File: src/rtl/wash_cycle_ctrl_if.sv
// Signal bundle between the setup/display logic and the wash-cycle sequencer.
interface wash_cycle_ctrl_if;
  // Requests from setup and user controls
  logic        start;
  logic [1:0]  mode;
  logic [4:0]  weight;
  logic [11:0] bal;
  logic        lid_open;
  logic        pause;
  logic        abort;
  logic        ack;
  // Status towards display and status LEDs
  logic [2:0]  phase;
  logic        busy;
  logic [7:0]  remain_s;
  logic [7:0]  fee;
  logic [11:0] bal_out;
  logic [1:0]  err_code;
  logic        done;
  logic        lock;
  logic        motor_on;

  modport master (
    output start, mode, weight, bal, lid_open, pause, abort, ack,
    input  phase, busy, remain_s, fee, bal_out, err_code, done, lock, motor_on
  );

  modport slave (
    input  start, mode, weight, bal, lid_open, pause, abort, ack,
    output phase, busy, remain_s, fee, bal_out, err_code, done, lock, motor_on
  );
endinterface

File: src/rtl/wash_cycle_ctrl.sv
// Washing-machine run sequencer: validates and charges a run, then steps the
// drum through wash/rinse/spin on a one-second tick with pause and lid interlock.
module wash_cycle_ctrl #(
  parameter int unsigned TICK_DIV = 100_000_000
) (
  input logic               clk,
  input logic               rst,
  wash_cycle_ctrl_if.slave  bus
);

  localparam int unsigned CntW = (TICK_DIV > 1) ? $clog2(TICK_DIV) : 1;
  localparam logic [CntW-1:0] TickMax = CntW'(TICK_DIV - 1);

  typedef enum logic [2:0] {
    StIdle  = 3'd0,
    StWash  = 3'd1,
    StRinse = 3'd2,
    StSpin  = 3'd3,
    StPause = 3'd4,
    StDone  = 3'd5,
    StErr   = 3'd6
  } state_e;

  state_e          state_q, state_d;
  state_e          held_q, held_d;     // phase to return to from PAUSE
  logic [7:0]      remain_q, remain_d;
  logic [CntW-1:0] cnt_q, cnt_d;
  logic [7:0]      fee_q, fee_d;
  logic [11:0]     bal_q, bal_d;
  logic [1:0]      err_q, err_d;
  logic [1:0]      mode_q, mode_d;     // mode of the run in progress
  logic            busy_q, busy_d;
  logic            done_q, done_d;
  logic            motor_q, motor_d;

  function automatic logic [7:0] wash_dur(input logic [1:0] m, input logic [4:0] w);
    logic [7:0] half;
    half = {4'b0, w[4:1]};
    case (m)
      2'd0:    wash_dur = 8'd5 + half;
      2'd1:    wash_dur = 8'd10 + half;
      2'd2:    wash_dur = 8'd15 + half;
      default: wash_dur = 8'd0;
    endcase
  endfunction

  function automatic logic [7:0] rinse_dur(input logic [1:0] m);
    case (m)
      2'd0:    rinse_dur = 8'd3;
      2'd1:    rinse_dur = 8'd6;
      2'd2:    rinse_dur = 8'd9;
      default: rinse_dur = 8'd0;
    endcase
  endfunction

  function automatic logic [7:0] spin_dur(input logic [1:0] m);
    case (m)
      2'd0:    spin_dur = 8'd2;
      2'd1:    spin_dur = 8'd4;
      default: spin_dur = 8'd6;
    endcase
  endfunction

  function automatic logic [7:0] unit_price(input logic [1:0] m);
    case (m)
      2'd0:    unit_price = 8'd2;
      2'd1:    unit_price = 8'd3;
      2'd2:    unit_price = 8'd4;
      default: unit_price = 8'd1;
    endcase
  endfunction

  logic [7:0] fee_calc;
  logic [7:0] wash_len;
  logic       running;
  logic       tick;
  logic       weight_bad;
  logic       bal_short;

  // Start-time evaluation of the requested run
  always_comb begin
    fee_calc   = unit_price(bus.mode) * {3'b0, bus.weight};
    wash_len   = wash_dur(bus.mode, bus.weight);
    weight_bad = (bus.weight == 5'd0) || (bus.weight > 5'd20);
    bal_short  = $signed(bus.bal) < $signed({4'b0, fee_calc});
    running    = (state_q == StWash) || (state_q == StRinse) || (state_q == StSpin);
    tick       = running && (cnt_q == TickMax);
  end

  // State and datapath registers
  always_ff @(posedge clk) begin
    if (!rst) begin
      state_q  <= StIdle;
      held_q   <= StIdle;
      remain_q <= '0;
      cnt_q    <= '0;
      fee_q    <= '0;
      bal_q    <= '0;
      err_q    <= '0;
      mode_q   <= '0;
      busy_q   <= 1'b0;
      done_q   <= 1'b0;
      motor_q  <= 1'b0;
    end else begin
      state_q  <= state_d;
      held_q   <= held_d;
      remain_q <= remain_d;
      cnt_q    <= cnt_d;
      fee_q    <= fee_d;
      bal_q    <= bal_d;
      err_q    <= err_d;
      mode_q   <= mode_d;
      busy_q   <= busy_d;
      done_q   <= done_d;
      motor_q  <= motor_d;
    end
  end

  // Next-state: start checks, phase sequencing, pause/lid/abort handling
  always_comb begin
    state_d  = state_q;
    held_d   = held_q;
    remain_d = remain_q;
    cnt_d    = cnt_q;
    fee_d    = fee_q;
    bal_d    = bal_q;
    err_d    = err_q;
    mode_d   = mode_q;

    case (state_q)
      StIdle: begin
        if (bus.start) begin
          if (bus.lid_open) begin
            state_d = StErr;
            err_d   = 2'd2;
          end else if (weight_bad) begin
            state_d = StErr;
            err_d   = 2'd3;
          end else if (bal_short) begin
            state_d = StErr;
            err_d   = 2'd1;
          end else begin
            fee_d  = fee_calc;
            bal_d  = bus.bal - {4'b0, fee_calc};
            err_d  = 2'd0;
            mode_d = bus.mode;
            cnt_d  = '0;
            // Zero-length phases are skipped; spin is never zero.
            if (wash_len != 8'd0) begin
              state_d  = StWash;
              remain_d = wash_len;
            end else if (rinse_dur(bus.mode) != 8'd0) begin
              state_d  = StRinse;
              remain_d = rinse_dur(bus.mode);
            end else begin
              state_d  = StSpin;
              remain_d = spin_dur(bus.mode);
            end
          end
        end
      end

      StWash, StRinse, StSpin: begin
        if (bus.abort) begin
          state_d  = StIdle;
          remain_d = '0;
          cnt_d    = '0;
        end else if (bus.lid_open || bus.pause) begin
          state_d = StPause;
          held_d  = state_q;
          // A tick coinciding with pause is discarded; the second restarts.
          if (tick) cnt_d = '0;
        end else if (tick) begin
          cnt_d = '0;
          if (remain_q > 8'd1) begin
            remain_d = remain_q - 8'd1;
          end else begin
            case (state_q)
              StWash: begin
                if (rinse_dur(mode_q) != 8'd0) begin
                  state_d  = StRinse;
                  remain_d = rinse_dur(mode_q);
                end else begin
                  state_d  = StSpin;
                  remain_d = spin_dur(mode_q);
                end
              end
              StRinse: begin
                state_d  = StSpin;
                remain_d = spin_dur(mode_q);
              end
              default: begin
                state_d  = StDone;
                remain_d = '0;
              end
            endcase
          end
        end else begin
          cnt_d = cnt_q + 1'b1;
        end
      end

      StPause: begin
        if (bus.abort) begin
          state_d  = StIdle;
          remain_d = '0;
          cnt_d    = '0;
        end else if (bus.pause && !bus.lid_open) begin
          state_d = held_q;
        end
      end

      StDone, StErr: begin
        if (bus.ack) state_d = StIdle;
      end

      default: state_d = StIdle;
    endcase
  end

  // Status flags decoded from the next state so they register alongside it
  always_comb begin
    busy_d  = (state_d == StWash) || (state_d == StRinse) ||
              (state_d == StSpin) || (state_d == StPause);
    motor_d = (state_d == StWash) || (state_d == StRinse) || (state_d == StSpin);
    done_d  = (state_d == StDone);
  end

  assign bus.phase    = state_q;
  assign bus.busy     = busy_q;
  assign bus.remain_s = remain_q;
  assign bus.fee      = fee_q;
  assign bus.bal_out  = bal_q;
  assign bus.err_code = err_q;
  assign bus.done     = done_q;
  assign bus.lock     = busy_q;
  assign bus.motor_on = motor_q;

endmodule

File: src/flat_wrapper.sv
// flat-port wrapper written by rule: the top's interface ports become plain ports
module wash_cycle_ctrl_flat 
#(
  parameter int unsigned TICK_DIV = 100_000_000
)
  (clk, rst, bus_start, bus_mode, bus_weight, bus_bal, bus_lid_open, bus_pause, bus_abort, bus_ack, bus_phase, bus_busy, bus_remain_s, bus_fee, bus_bal_out, bus_err_code, bus_done, bus_lock, bus_motor_on);
  wash_cycle_ctrl_if bus_i ();
  input logic clk;
  input logic rst;
  input wire logic [$bits(bus_i.start)-1:0] bus_start;
  input wire logic [$bits(bus_i.mode)-1:0] bus_mode;
  input wire logic [$bits(bus_i.weight)-1:0] bus_weight;
  input wire logic [$bits(bus_i.bal)-1:0] bus_bal;
  input wire logic [$bits(bus_i.lid_open)-1:0] bus_lid_open;
  input wire logic [$bits(bus_i.pause)-1:0] bus_pause;
  input wire logic [$bits(bus_i.abort)-1:0] bus_abort;
  input wire logic [$bits(bus_i.ack)-1:0] bus_ack;
  output wire logic [$bits(bus_i.phase)-1:0] bus_phase;
  output wire logic [$bits(bus_i.busy)-1:0] bus_busy;
  output wire logic [$bits(bus_i.remain_s)-1:0] bus_remain_s;
  output wire logic [$bits(bus_i.fee)-1:0] bus_fee;
  output wire logic [$bits(bus_i.bal_out)-1:0] bus_bal_out;
  output wire logic [$bits(bus_i.err_code)-1:0] bus_err_code;
  output wire logic [$bits(bus_i.done)-1:0] bus_done;
  output wire logic [$bits(bus_i.lock)-1:0] bus_lock;
  output wire logic [$bits(bus_i.motor_on)-1:0] bus_motor_on;
  assign bus_i.start = bus_start;
  assign bus_i.mode = bus_mode;
  assign bus_i.weight = bus_weight;
  assign bus_i.bal = bus_bal;
  assign bus_i.lid_open = bus_lid_open;
  assign bus_i.pause = bus_pause;
  assign bus_i.abort = bus_abort;
  assign bus_i.ack = bus_ack;
  assign bus_phase = bus_i.phase;
  assign bus_busy = bus_i.busy;
  assign bus_remain_s = bus_i.remain_s;
  assign bus_fee = bus_i.fee;
  assign bus_bal_out = bus_i.bal_out;
  assign bus_err_code = bus_i.err_code;
  assign bus_done = bus_i.done;
  assign bus_lock = bus_i.lock;
  assign bus_motor_on = bus_i.motor_on;
  wash_cycle_ctrl #(.TICK_DIV(TICK_DIV)) u_core (.clk(clk), .rst(rst), .bus(bus_i));
endmodule
File: config.mk
export PLATFORM = sky130hd
export DESIGN_NAME = wash_cycle_ctrl_flat
export DESIGN_NICKNAME = d
export VERILOG_FILES = /design/src/rtl/wash_cycle_ctrl_if.sv /design/src/rtl/wash_cycle_ctrl.sv /design/src/flat_wrapper.sv
export SDC_FILE = /design/constraint.sdc
export NUM_CORES = 1
export LEC_CHECK = 0
export ABC_AREA = 0
export ABC_CLOCK_PERIOD_IN_PS = 6300
export CAP_MARGIN = 10
export CORE_ASPECT_RATIO = 1.5
export CORE_MARGIN = 2
export CORE_UTILIZATION = 45
export DETAILED_ROUTE_END_ITERATION = 7
export GPL_TIMING_DRIVEN = 0
export PLACE_DENSITY = 0.68
export SYNTH_ARGS = -nofsm -noshare
export SYNTH_HDL_FRONTEND = slang
export SYNTH_SLANG_ARGS = --single-unit
File: constraint.sdc
create_clock -name clk -period 6.3 [get_ports clk]
set_input_delay 0.63 -clock clk [delete_from_list [all_inputs] [get_ports clk]]
set_output_delay 0.63 -clock clk [all_outputs]
set_load 0.02 [all_outputs]
==> results of run 1 <==
worst max-delay path, stage by stage:
cell and delay, ns:
clkdlybuf4s50_1 0.53, clkbuf_1 0.33, nor2b_1 0.56, nand2_1 0.16, fa_1 0.55, inv_1 0.05, ha_1 0.21, fa_1 0.52
inv_1 0.05, ha_1 0.32, nand3_1 0.13, a31oi_1 0.22, o32ai_2 0.13, a311oi_4 0.51, o21ai_0 0.35, buf_2 0.29
nor3_1 0.25, nor3_1 0.06
cell type report:
type,instances,area share (%)
Inverter,27,1.836
Multi-Input combinational cell,451,51.80
Buffer,26,2.176
Tap cell,115,2.607
Clock inverter,7,1.768
Sequential cell,68,24.67
Clock buffer,9,4.081
Timing Repair Buffer,61,11.06
cell usage in the layout, fill, tap and decap left out, types with 6 or more instances in the layout:
cell type	n
a211oi_1	11
a21oi_1	49
a31oi_1	7
and2_1	7
buf_2	6
clkbuf_1	17
clkbuf_16	9
clkdlybuf4s50_1	61
dfxtp_1	68
fa_1	6
ha_1	20
inv_1	26
nand2_1	61
nand2b_1	9
nand3_1	18
nand3b_1	6
nand4_1	6
nor2_1	70
nor2b_1	7
nor3_1	17
nor4_1	10
o21ai_0	35
or3_1	6
xnor2_1	21
xor2_1	9
synth_stat cells, drive strengths merged, types with 9 or more instances:
cell type / count / share of area [%]
nor2: 71 / 6.4
dfxtp: 68 / 31
nand2: 61 / 5.2
a21oi: 51 / 5.9
o21ai: 40 / 4.7
inv: 27 / 2.3
nor3: 22 / 3.2
xnor2: 21 / 4.1
ha: 20 / 5.6
nand3: 18 / 2.0
clkbuf: 17 / 1.4
a211oi: 11 / 1.9
nor4: 10 / 1.4
buf: 9 / 1.3
nand2b: 9 / 1.3
xor2: 9 / 1.8
metrics by stage:
step                      cells  util, %  power, mW
after floorplan             572        -     0.7506
after global placement      748    53.94     0.8700
after detailed placement    748    53.94     0.8745
after CTS                   764    57.29      1.432
after global routing        764    57.29      1.494
final                       764    57.29      1.429
per-layer routing:
layer | GRT usage (%) | vias to the layer above | part of all wire, %
met5 | 0 | - | 0
met4 | 10.55 | 0 | 3.2
met3 | 3.866 | 36 | 2.8
met2 | 42.00 | 101 | 53
met1 | 27.37 | 2083 | 41
li1 | - | 2176 | -
power by group through the flow:
| stage | Sequential [mW] | Combinational [mW] | Clock, mW |
|---|---|---|---|
| detailed placement | 0.477 | 0.398 | 0 |
| global placement | 0.476 | 0.394 | 0 |
| global route | 0.470 | 0.442 | 0.582 |
| CTS | 0.467 | 0.402 | 0.563 |
| finish | 0.468 | 0.402 | 0.559 |
| floorplan | 0.491 | 0.260 | 0 |
registers in the layout (all words and copies together) (netlist names):
register / count
u_core.bus.bal_out: 12
u_core.bus.busy: 1
u_core.bus.done: 1
u_core.bus.err_code: 2
u_core.bus.fee: 8
u_core.bus.motor_on: 1
u_core.bus.phase: 3
u_core.bus.remain_s: 8
u_core.cnt_q: 27
u_core.held_q: 3
u_core.mode_q: 2
kinds of logic after synthesis:
logic type                 share of synthesized area [%]
buffers and inverters                              4.986
muxes                                             0.6761
AOI/OAI and AO/OA                                  20.96
xor gates and xnor gates                           5.916
and+or+nand+nor                                    28.48
adders and majority gates                          8.338
DFF                                                30.65
how the worst max path moves through the flow:
stage	startpoint	to	slack [ns]	depth (start not counted)
final	bus_mode[1]	u_core.bus.remain_s[2]	0.62	18
after global routing	bus_mode[1]	u_core.cnt_q[15]	0.12	18
after CTS	bus_mode[1]	u_core.cnt_q[26]	0.57	18
after detailed placement	bus_mode[1]	u_core.cnt_q[26]	0.24	18
after global placement	bus_mode[1]	u_core.cnt_q[26]	0.32	18
after floorplan	bus_mode[0]	u_core.cnt_q[22]	1.51	19
==> metrics.md, run 1 <==
| Metric | Value |
|---|---|
| Status | finished clean |
| CTS buffer count | 9 |
| Hold Path End | u_core.held_q[2] |
| Pins Over Slew Limit | 0 |
| Pwr dens | between 200 and 300 nW/um^2 |
| Area post-placement | just over 5000 sq um |
| CTS tree | done |
| Synthesized flop and latch total | 68 |
| Sequential share of power | approximately a third |
| Post-synthesis async set-or-reset flop share | 0% |
| Hold path start | u_core.held_q[2] |
| Final clock skew | ~0.0086 ns |
| Die Area | ~11000 sq um |
| GRT Residual Overflow | 0 |
| YS warnings | 0 |
| Final WL | approximately 12 mm |
| Critical register-to-register path startpoint | u_core.cnt_q[0] |
| Final HPWL DP | approximately 9 mm |
| Via count | 4396 |
| Worst setup EP type | flip-flop |
| First-pass GRT wire length | a little over 20 mm |
| Pint | ~960 uW |
| Cell count after synthesis | around 570 |
| CTS root buf | clkbuf_16 |
| Die X | roughly 85 microns |
| Clock power share | between 30% and 40% |
| Leak pwr | 1.969 nW |
| Multi-input combinational cell area | 2859 sq um |
| HP Class | flip-flop to flip-flop |
| Fmax | 176.0 MHz |
| Std cell rows | between 40 and 50 |
| RSZ-0062 raised after global routing | no |
| GPL Wtd Cong | slightly below 0.9 |
| Post-synth EDFFs | 0 |
| H-tree levels | 3 |
| Final setup vio count | 0 |
| Hold WS | roughly 0.45 ns |
| Worst R2R End | u_core.bus.remain_s[2] |
| Sw frac | roughly 33% |
| All-Layer GR Usage | 23.62% |
| Finished Cell Area | 5519 sq um |
| Peak VDD IR | between 150 and 200 uV |
| Largest net degree at the start of global routing | 14 |
| Initial Utilization | around 46% |
| Cell count of the worst reg-to-reg path | 9 |
| Final net count | 696 |
| Syn_area_per_cell | slightly below 8 sq um |
| Area grow syn2layout | 24.25% |
| DR WL/cell | 16.11 microns |
| Syn Nets | between 600 and 700 |
| Sequential share of the synthesized area | a little under a third |
| Post-cts resize count | 0 |
| Vias in the first global route | around 4300 |
| Initial antenna violation count | 0 |
| Port Buffers | 61 |
| Switch Pwr | 467.8 uW |
| Post-DR vias/cell | about 5.8 |
| Fillers | roughly 900 |
| Setup slack after layout | slightly above 0.6 ns |
| Worst slew margin relative to its limit | between 30% and 40% |
| Setup TNS | 0 ns |
| Worst hold path depth | 2 |
| Clock latency at the later pin of the worst-skew pair | ~0.34 ns |
| Logic pwr share | 28.1% |
| Post-CTS Setup Repair Bufs | 0 |
| I/O pin cnt | 63 |
| Worst endpoint required time | 6.49 ns |
| Die Span Y | approximately 130 microns |
| Worst slew pin tran | 0.9240 ns |
| R2r setup slk | ~3.6 ns |
| CP Class | input pin to flip-flop |
| Clk sink count | 68 |
| Fin crit period | around 5.7 ns |
| Reg clk slew, reported paths | around 0.060 ns |
| Netlist Area Pre-Place | about 4400 sq um |
| Setup WS pre-CTS | roughly 0.24 ns |
| Post-route antenna net violation count | 0 |
| Final hold viol count | 0 |
| Diode count | 0 |
| Max Cap Violations | 0 |
| Register Area | approximately 1400 sq um |
| Hold-fix buffer count after cts | 0 |
| Clk buf depth | 2 |
| Drt drc | 0 |
| Worst-path fanout max | 10 |
| Arr. time, crit path | between 5 and 6 ns |
| Top FF cell, synth | dfxtp_1 |
| Core area | 9634 sq um |
| Distinct cell type count after synthesis | ~70 |
| Share of layout cells above drive strength 1 | 7.550% |
| DRT iter0 DRCs | between 200 and 300 |
| Period utilization | 90.20% |
| Drt pass-1 iters | 5 |
| Crit start category | input pin |
Note: power is estimated with default switching activity, not from simulation.
==> inputs of run 2 (changes only) <==
--- a/config.mk
+++ b/config.mk
@@ -5,7 +5,7 @@
 export SDC_FILE = /design/constraint.sdc
 export NUM_CORES = 1
 export LEC_CHECK = 0
-export ABC_AREA = 0
+export ABC_AREA = 1
 export ABC_CLOCK_PERIOD_IN_PS = 6300
 export CAP_MARGIN = 10
 export CORE_ASPECT_RATIO = 1.5
@@ -13,7 +13,7 @@
 export CORE_UTILIZATION = 45
 export DETAILED_ROUTE_END_ITERATION = 7
 export GPL_TIMING_DRIVEN = 0
-export PLACE_DENSITY = 0.68
+export PLACE_DENSITY = 0.67
 export SYNTH_ARGS = -nofsm -noshare
 export SYNTH_HDL_FRONTEND = slang
 export SYNTH_SLANG_ARGS = --single-unit
==> run 2 against run 1 <==
Sequential share of layout area decreased by 2.2 points. Non-clock buffer count fell by 3. Power up 0.53%. Die area increased by 11%. Flip-flop and latch count is the same. Fmax rose by 12%. First-iteration DRC count is 36% lower. Critical path type unchanged. Critical endpoint is now u_core.cnt_q[3]. Largest power group unchanged.
==> metrics.md, run 2 <==
| Metric | Value |
|---|---|
| Drt drc | 0 |
| Post-synth EDFFs | 0 |
| Final setup vio count | 0 |
| Pins Over Slew Limit | 0 |
| Syn Nets | 793 |
| CP Cell Sequence | clkdlybuf4s50_1 > inv_1 > nor2_1 > nand2_1 > fa_1 > inv_1 > ha_1 > fa_1 > inv_1 > ha_1 > inv_1 > nor2_1 > nor2_1 > o21ai_1 > nand2_1 > nand2_1 > nand3_2 > nand3_4 > nand2_2 > nand2_1 > nand2_4 > o21ai_1 > a21oi_1 |
| Largest net degree at the start of global routing | 14 |
| CTS buffer count | 9 |
| Final net count | approximately 870 |
| Leak pwr | 2.405 nW |
| GRT Residual Overflow | 0 |
| Final HPWL DP | approximately 12 mm |
| Die Area | roughly 12000 sq um |
| Top FF cell, synth | dfxtp_1 |
| Buf+Inv Stages, Crit Path | 5 |
| Share of layout cells above drive strength 1 | a little under 9% |
| Leading area contributor after synthesis | dfxtp_1 |
| Clk sink count | between 60 and 70 |
| Most frequent cells in the layout | nand2_1, inv_1, a21oi_1 |
| Netlist Area Pre-Place | roughly 5000 sq um |
| Most frequent cells after synthesis | nand2_1, inv_1, a21oi_1 |
| Critical register-to-register path startpoint | u_core.bus.remain_s[0] |
| First-pass GRT wire length | between 20 and 25 mm |
| Final clock skew | 0.008646 ns |
| DRT iter0 DRCs | roughly 180 |
| Vias in the first global route | ~5200 |
| Worst endpoint required time | about 6.5 ns |
| Commonest non-fill, non-tap cell in the layout | nand2_1 |
| YS warnings | 0 |
| Total power | about 1.4 mW |
| Worst slew pin tran | roughly 0.77 ns |
| Cell count after synthesis | 741 |
| R2r setup slk | 3.87 ns |
| Drt pass-1 iters | 5 |
| Slowest library cell on the worst path | clkdlybuf4s50_1 |
| Die Span Y | 132.5 microns |
| Max Cap Violations | 0 |
| DR WL/cell | between 15 and 20 microns |
| RSZ-0062 raised after global routing | no |
| Via count | between 5000 and 6000 |
| Core area | approximately 11000 sq um |
| Most common cell in the netlist | nand2_1 |
| Diode count | 0 |
| Std cell rows | 46 |
| Status | finished clean |
| Worst slew margin relative to its limit | about half |
| Post-synthesis async set-or-reset flop share | 0% |
| Setup slack after layout | 1.208 ns |
| Worst R2R End | u_core.bus.busy |
| Distinct cell type count after synthesis | 44 |
| Hold path start | u_core.held_q[2] |
| Cell count of the worst reg-to-reg path | 15 |
| Post-route antenna net violation count | 0 |
| Post-cts resize count | 0 |
| Synthesized flop and latch total | 68 |
| Die X | about 90 microns |
| I/O pin cnt | 63 |
| Initial antenna violation count | 0 |
| Hold-fix buffer count after cts | 0 |
| Post-CTS Setup Repair Bufs | 0 |
| Fin crit period | 5.092 ns |
| Worst-path fanout max | 10 |
| Clk buf depth | 2 |
| GPL Wtd Cong | a little under 1 |
| All-Layer GR Usage | between 20% and 30% |
| HP Class | flip-flop to flip-flop |
| Final WL | about 15 mm |
| Pwr dens | between 200 and 250 nW/um^2 |
| Port Buffers | between 60 and 70 |
| Setup TNS | 0 ns |
| CP Class | input pin to flip-flop |
| Initial Utilization | between 40% and 50% |
| Fillers | 1045 |
| Worst hold path depth | 2 |
| Reg with most FFs | u_core.cnt_q |
| Hold Path End | u_core.held_q[2] |
| Top cell type's share of synthesized area | between 20% and 30% |
| Peak VDD IR | roughly 110 uV |
| Largest register FFs | 27 |
| CTS tree | done |
| CP top delay family | adder cells |
| Area grow syn2layout | 22.36% |
| Clock latency at the later pin of the worst-skew pair | ~0.34 ns |
| Setup WS pre-CTS | ~0.81 ns |
| CTS root buf | clkbuf_16 |
| H-tree levels | 3 |
| Crit path largest cell delay | 0.58 ns |
| Hold WS | approximately 0.44 ns |
| Top cells by area, synth | dfxtp_1, nand2_1, a21oi_1 |
| Multi-input combinational cell area | 3113 sq um |
| Sequential share of the synthesized area | a little over a quarter |
| Crit start category | input pin |
| Reg clk slew, reported paths | 0.06 ns |
| Syn_area_per_cell | around 6.7 sq um |
| Period utilization | between 80% and 90% |
| Fmax | between 150 and 200 MHz |
| Register Area | ~1400 sq um |
| Worst setup EP type | flip-flop |
| Arr. time, crit path | 5.30 ns |
| Post-DR vias/cell | ~5.4 |
| Final hold viol count | 0 |
run 2: cell type report:
class | instances | share of cell area (%)
multi-input combinational | 555 | 51.32
sequential | 68 | 22.44
timing repair buffer | 62 | 10.23
inverter | 96 | 5.961
clock buffer | 10 | 3.940
tap | 144 | 2.970
buffer | 22 | 2.001
clock inverter | 6 | 1.134
run 2: where the power goes:
| part | internal (mW) | switching, mW | total [mW] |
|---|---|---|---|
| clock network | 0.320 | 0.207 | 0.527 |
| logic | 0.165 | 0.273 | 0.438 |
| registers | 0.451 | 0.0205 | 0.472 |
| total | 0.936 | 0.500 | 1.44 |
run 2: cell families (layout without fill, tap and decap cells):
| kind of cell | Yosys count | after routing | share of synthesized area, % |
|---|---|---|---|
| xor gates and xnor gates | 26 | 26 | 4.594 |
| DFF | 68 | 68 | 27.46 |
| AOI/OAI and AO/OA | 143 | 143 | 16.18 |
| buffers and inverters | 118 | 196 | 9.742 |
| adders and majority gates | 26 | 26 | 7.471 |
| and+or+nand+nor | 360 | 360 | 34.55 |
run 2: worst max-delay path by stage:
| stage | startpoint | endpoint | slack [ns] | depth (start not counted) |
|---|---|---|---|---|
| after detailed placement | bus_mode[1] | u_core.cnt_q[8] | 0.81 | 23 |
| after floorplan | bus_mode[0] | u_core.bus.remain_s[4] | 2.05 | 23 |
| final | bus_mode[1] | u_core.cnt_q[3] | 1.21 | 23 |
| after CTS | bus_mode[0] | u_core.cnt_q[3] | 1.16 | 23 |
| after global routing | bus_mode[0] | u_core.bus.remain_s[4] | 0.77 | 24 |
| after global placement | bus_mode[1] | u_core.cnt_q[0] | 0.88 | 23 |
run 2: per-layer routing:
metal	global-route usage, %	share of wire [%]	wire, microns
met5	0	0	0
met4	16.67	6.2	957
met3	5.739	3.9	607
met2	47.79	53	8140
met1	26.87	37	5665
run 2: per-stage QoR:
stage,cell area (sq um),utilization (%),cells
floorplan,4957,-,741
global placement,5758,54.08,947
detailed placement,5758,54.08,947
CTS,6066,56.97,963
global route,6066,56.97,963
finish,6066,56.97,963
run 2: worst reg2reg max path: cells and delay by family, from the launching register on:
family                     cells  cell delay, ns
buffers and inverters          2            0.46
and+or+nand+nor               11            0.92
DFF                            1            0.41
adders and majority gates      1            0.25
AOI/OAI and AO/OA              1            0.31
